===== src/rtl/axi_read_master.sv =====
// axi_read_master: single-burst AXI4 read master that fetches one aligned cache block per request and streams its beats out.
module axi_read_master #(
  parameter int ADDR_WIDTH  = 32,
  parameter int DATA_WIDTH  = 32,
  parameter int BLOCK_WORDS = 16
) (
  input  logic                           clk,
  input  logic                           arstn,
  input  logic                           i_start_read,
  input  logic [ADDR_WIDTH-1:0]          i_addr,
  output logic                           o_read_last,
  output logic                           o_word_valid,
  output logic [DATA_WIDTH-1:0]          o_data_word,
  output logic [$clog2(BLOCK_WORDS)-1:0] o_word_idx,
  output logic                           o_busy,
  output logic                           o_error,
  output logic                           o_ar_valid,
  output logic [ADDR_WIDTH-1:0]          o_ar_addr,
  output logic [7:0]                     o_ar_len,
  output logic [2:0]                     o_ar_size,
  output logic [1:0]                     o_ar_burst,
  input  logic                           i_ar_ready,
  input  logic                           i_r_valid,
  input  logic [DATA_WIDTH-1:0]          i_r_data,
  input  logic [1:0]                     i_r_resp,
  input  logic                           i_r_last,
  output logic                           o_r_ready
);
  localparam int IW = $clog2(BLOCK_WORDS);
  localparam int OFF = $clog2(BLOCK_WORDS * DATA_WIDTH / 8);
  localparam logic [ADDR_WIDTH-1:0] MASK = ~((ADDR_WIDTH'(1) << OFF) - ADDR_WIDTH'(1));
  localparam logic [IW:0] LAST = (IW + 1)'(BLOCK_WORDS - 1);
  typedef enum logic [1:0] {IDLE, ADDR, DATA, DONE} state_t;
  state_t state, next;
  logic armed, hs, fin, go;
  logic [ADDR_WIDTH-1:0] addr;
  logic [IW:0] cnt;
  assign hs = i_r_valid & (state == DATA);
  assign fin = cnt == LAST;
  assign go = (state == IDLE) & i_start_read & armed;
  assign o_ar_addr = addr;
  assign o_ar_len = 8'(BLOCK_WORDS - 1);
  assign o_ar_size = 3'($clog2(DATA_WIDTH / 8));
  assign o_ar_burst = 2'b01;
  always_ff @(posedge clk)
    if (!arstn) state <= IDLE;
    else state <= next;
  always_comb begin
    o_ar_valid = state == ADDR;
    o_r_ready = state == DATA;
    o_busy = state != IDLE;
    o_read_last = state == DONE;
    next = state;
    case (state)
      IDLE:    next = go ? ADDR : IDLE;
      ADDR:    next = i_ar_ready ? DATA : ADDR;
      DATA:    next = hs && fin ? DONE : DATA;
      default: next = IDLE;
    endcase
  end
  always_ff @(posedge clk)
    if (!arstn) begin
      armed <= 1'b1;
      addr <= '0;
      cnt <= '0;
      o_data_word <= '0;
      o_word_idx <= '0;
      o_word_valid <= 1'b0;
      o_error <= 1'b0;
    end else begin
      o_word_valid <= hs;
      armed <= !i_start_read | (armed & !(hs & fin));
      if (go) begin
        addr <= i_addr & MASK;
        cnt <= '0;
        o_error <= 1'b0;
      end
      if (hs) begin
        o_data_word <= i_r_data;
        o_word_idx <= cnt[IW-1:0];
        cnt <= cnt + (IW + 1)'(1);
        if (i_r_resp != 2'b00 || i_r_last != fin) o_error <= 1'b1;
      end
    end
endmodule


===== config.mk =====
export PLATFORM = sky130hd
export DESIGN_NAME = axi_read_master
export DESIGN_NICKNAME = d
export VERILOG_FILES = /design/src/rtl/axi_read_master.sv
export SDC_FILE = /design/constraint.sdc
export NUM_CORES = 1
export LEC_CHECK = 0
export CORE_MARGIN = 2
export CORE_UTILIZATION = 40
export CTS_BUF_LIST = sky130_fd_sc_hd__clkbuf_4 sky130_fd_sc_hd__clkbuf_8
export CTS_CLUSTER_DIAMETER = 60
export CTS_CLUSTER_SIZE = 24
export DETAILED_ROUTE_END_ITERATION = 8
export HOLD_SLACK_MARGIN = 0.12
export PLACE_DENSITY = 0.84
export SETUP_SLACK_MARGIN = 0.2
export SYNTH_ARGS = -nofsm -noshare
export SYNTH_HDL_FRONTEND = slang
export SYNTH_SLANG_ARGS = --single-unit

===== constraint.sdc =====
create_clock -name clk -period 3.15 [get_ports clk]
set_input_delay 0.945 -clock clk [delete_from_list [all_inputs] [get_ports clk]]
set_output_delay 0.945 -clock clk [all_outputs]
set_load 0.02 [all_outputs]

# After elaboration in Yosys (flattened, before gate mapping)
# Cells that the tools add are included.
# W data, S select, Z words.
# totals
reg_bits	72
input_bits	72
out_inout_bits	87
elab_cells	37
# classes
addsub	1
eq_ne	5
mux	9
n_bitwise	6
reduce_logical	8
# op_table
cell	n
$mux W5	2
$pmux W2 S3	1
$reduce_bool A2 Y1	3
$add A5 B1 Y5 const B	1
$and A1 B1 Y1	5
$eq A5 B4 Y1 const B	1
$mux W1	5
$eq A2 B2 Y1 const B	2
$eq A2 B1 Y1 const B	1
$logic_not A1 Y1	2
$logic_not A2 Y1	1
$mux W2	1
$logic_and A1 B1 Y1	1
$logic_or A1 B1 Y1	1
$ne A1 B1 Y1	1
$or A1 B1 Y1	1

# Depth between registers and ports, before layout
# logic_depth
word_depth	6
mapped_depth	6
depth_no_buf	6

# Least setup slack after synthesis
# OpenSTA, ideal clock, no wires.
# synth_path
kind	input -> register
startpoint	in i_start_read
endpoint	reg addr[28] (netlist: o_ar_addr[28])
setup_time_ps	70
t_arrival_ps	1658
slack_ps	1422
stages	5
path_buffers	2
path_cell_list	nor4bb_1 buf_2 buf_4 nand2_1 a21oi_1
# synth_between
elab_chain_len	2
# synth_rtl
element	line_no	source
start, declared	9	input logic i_start_read,
$and A1 B1 Y1 (2 in a row)	40	assign go = (state == IDLE) & i_start_read & armed;
end signal, assigned	74	addr <= i_addr & MASK;
end, declared	36	logic [ADDR_WIDTH-1:0] addr;
# Every way passes these cells.
# A chain may end at the register's enable or synchronous reset.

# Final worst setup path
# layout_path
startpoint	reg state[1]
endpoint	out o_r_ready
# layout_between
elab_chain_len	1
# layout_rtl
element	line_no	source
start, declared	34	state_t state, next;
start signal, assigned	47	else state <= next;
$eq A2 B2 Y1	50	o_r_ready = state == DATA;
end, declared	27	output logic o_r_ready
# Every way passes these cells.

==> metrics <==
most common cell after layout, fill and taps aside=clkdlybuf4s50_1; Worst Tran Pin Value=0.537 ns; Area Overhead vs Synth=55.2%; number of enable-type register cells in the synthesized netlist=0; nature of the critical path startpoint=register; vias in the first global route=between 2,000 and 3,000; power density normalized to cell area=473 nW/um^2; warnings from Yosys=0; count of hold buffers inserted by post-cts repair=0; proportion of register bits with asynchronous set or reset after synthesis=0%; max incr delay on CP=0.66 ns; post-route minimum period=2.68 ns; fraction of synthesized cell area taken by the top area cell type=52.2%; final weighted congestion in routability-driven placement=0.715; critical path capture point type=primary output; GRT Overall Usage=approximately a fifth; worst skew pair latency=0.34 ns; portion of the clock cycle consumed by the worst path in the final layout=85.1%; highest-count cells in the layout ignoring fill and taps=clkdlybuf4s50_1, nand2_1, dfxtp_1, a21oi_1, conb_1; synthesized netlist cell count=344; Detail Placement HPWL=4950 um; WP data required=approximately 2.2 ns; aggregate global routing overflow=0; kind of cell adding the most delay to the critical path=buffers and inverters; core area=6720 sq um; post-CTS clock slew at the launch and capture registers of the worst setup and hold paths=0.07 ns; starting utilization of the core area=41.1%; wire length per cell after detailed routing=12.4 um; Worst Hold Class=register to register; drt first-iter violations=85; Critical-path top delay cell=clkdlybuf4s50_1; flip-flop and latch count after synthesis=72; wire length of the first global-routing pass=roughly 12,000 um; count of nets left with antenna violations after detail routing=0; DRC violations left=0; setup repair bufs after CTS=0; fin util=63.7%; maximum root-to-sink buffer count=2; most instantiated flip-flop cell in the synthesis netlist=dfxtp_1; final routed wirelength across all metal layers=about 6800 um; part of the Yosys area used for sequential elements=52.2%; library cell occupying the most area in the post-synthesis netlist=dfxtp_1; drt via density=4.64; most area-consuming cells after synthesis=dfxtp_1, nand2_1, a21oi_1; area of the die=7580 sq um; clock tree root driver cell=clkbuf_8; status=finished, final reports clean; Cell Chain, Critical Path=nor2b_1 -> clkdlybuf4s50_1; RSZ-0062 raised after global routing=false; fmax=373 MHz; post-cts gate resize count=0; Rel. slew slack=between 60% and 70%; Worst Setup Slack, final=between 0.4 and 0.5 ns; setup_tns=0 ns; layout cells sized above 1=5.70%; Setup CP Type=register to primary output; Max H-tree Level=3; critical path data arrival time=1.74 ns; Placement Setup Slack=0.571 ns; number of endpoints with negative hold slack in the final report=0; I/O pin total=159; CTS tree=built; Clock Sink Count=72; Final Slew Violations=0; final worst clock skew=0.00463 ns; horizontal die dimension=87.1 um; pin count of the biggest net entering global routing=43; Critical Path Fanout Max=8; # setup viols final=0; distinct cell type count after synthesis=29; # Max-Cap Violations=0; number of CTS-inserted buffers=9; Die Y-Extent=87.1 um; Std-Cell Rows=30; Mapped Avg Cell Area=~8.0 sq um; DR vias=2,573; overall power after layout=~2.0 mW; worst voltage drop across the vdd grid=between 0.2 and 0.3 mV; antenna violations before repair=0; Post-Synthesis Cell Area=approximately 2800 sq um; count of input and output buffers=133; count of antenna diodes in the layout=0; WP buf/inv=1; Leakage=1.56 nW; number of nets in the final layout=543; first-pass detailed-route iteration total=4
[logic make-up (layout without fill, tap and decap cells)]
family | count (synthesis) | count (layout) | share of synthesized area (%)
XOR/XNOR | 1 | 1 | 0.318
buffers and inverters | 44 | 157 | 9.80
other | 2 | 19 | 0.272
flip-flops | 72 | 72 | 52.2
AO/OA/AOI/OAI | 74 | 74 | 14.3
adder cells (fa/ha/maj) | 2 | 2 | 0.907
AND/OR/NAND/NOR | 149 | 149 | 22.2
[final timing paths]
| path | from | endpoint | slack, ns | cells after the start |
|---|---|---|---|---|
| max | state[1] | o_r_ready | 0.47 | 2 |
| min | o_data_word[7] | o_data_word[7] | 0.45 | 2 |
| max reg2reg | cnt[0] | o_error | 1.54 | 6 |
| min reg2reg | o_data_word[7] | o_data_word[7] | 0.45 | 2 |
[registers in the layout, indices dropped and copies added, names as in the netlist]
name and flops:
o_data_word 32, o_ar_addr 26, o_word_idx 4, armed 1, cnt 5, state 2
o_error 1, o_word_valid 1
[area by class of cell]
cell class,count,area [sq um]
inverters,2,7.51
multi-input cells,245,1130
fillers,596,2440
clock inverters,3,40.0
repair buffers,139,1400
well taps,80,100
clock buffers,13,166
flip-flops and latches,72,1440
[cells in the mapped netlist (2+ instances only)]
cell        n
buf_2      12
clkbuf_1    7
nand2b_1    4
nand3_1     4
buf_4      22
dfxtp_1    72
a311oi_1    3
nor2_1      2
conb_1      2
a21oi_1    67
ha_1        2
nor2b_1     2
nand2_1   129
[power by group]
| part | leakage [nW] | internal, mW | switching, mW | total, mW |
|---|---|---|---|---|
| registers | 0.585 | 0.943 | 0.0189 | 0.962 |
| logic | 0.867 | 0.164 | 0.159 | 0.323 |
| clock network | 0.110 | 0.424 | 0.316 | 0.740 |
[worst min-delay path, cell delays in order, from the launching register on]
cell and delay [ns]:
dfxtp_1 0.31, nand2_1 0.05, a21oi_1 0.05
[through the flow]
step,hold WS [ns],cell area [sq um],cells
floorplan,0.440,2820,361
global placement,0.440,4080,538
detailed placement,0.446,4080,538
CTS,0.457,4280,554
global route,0.475,4280,554
finish,0.453,4280,554
[layer usage]
layer,vias up,track usage (%),routed length [um]
li1,1322,-,-
met1,1145,21.7,2730
met2,97,33.0,3390
met3,9,7.30,606
met4,0,8.52,121
met5,-,0,0
Note: power is estimated with default switching activity, not from simulation.
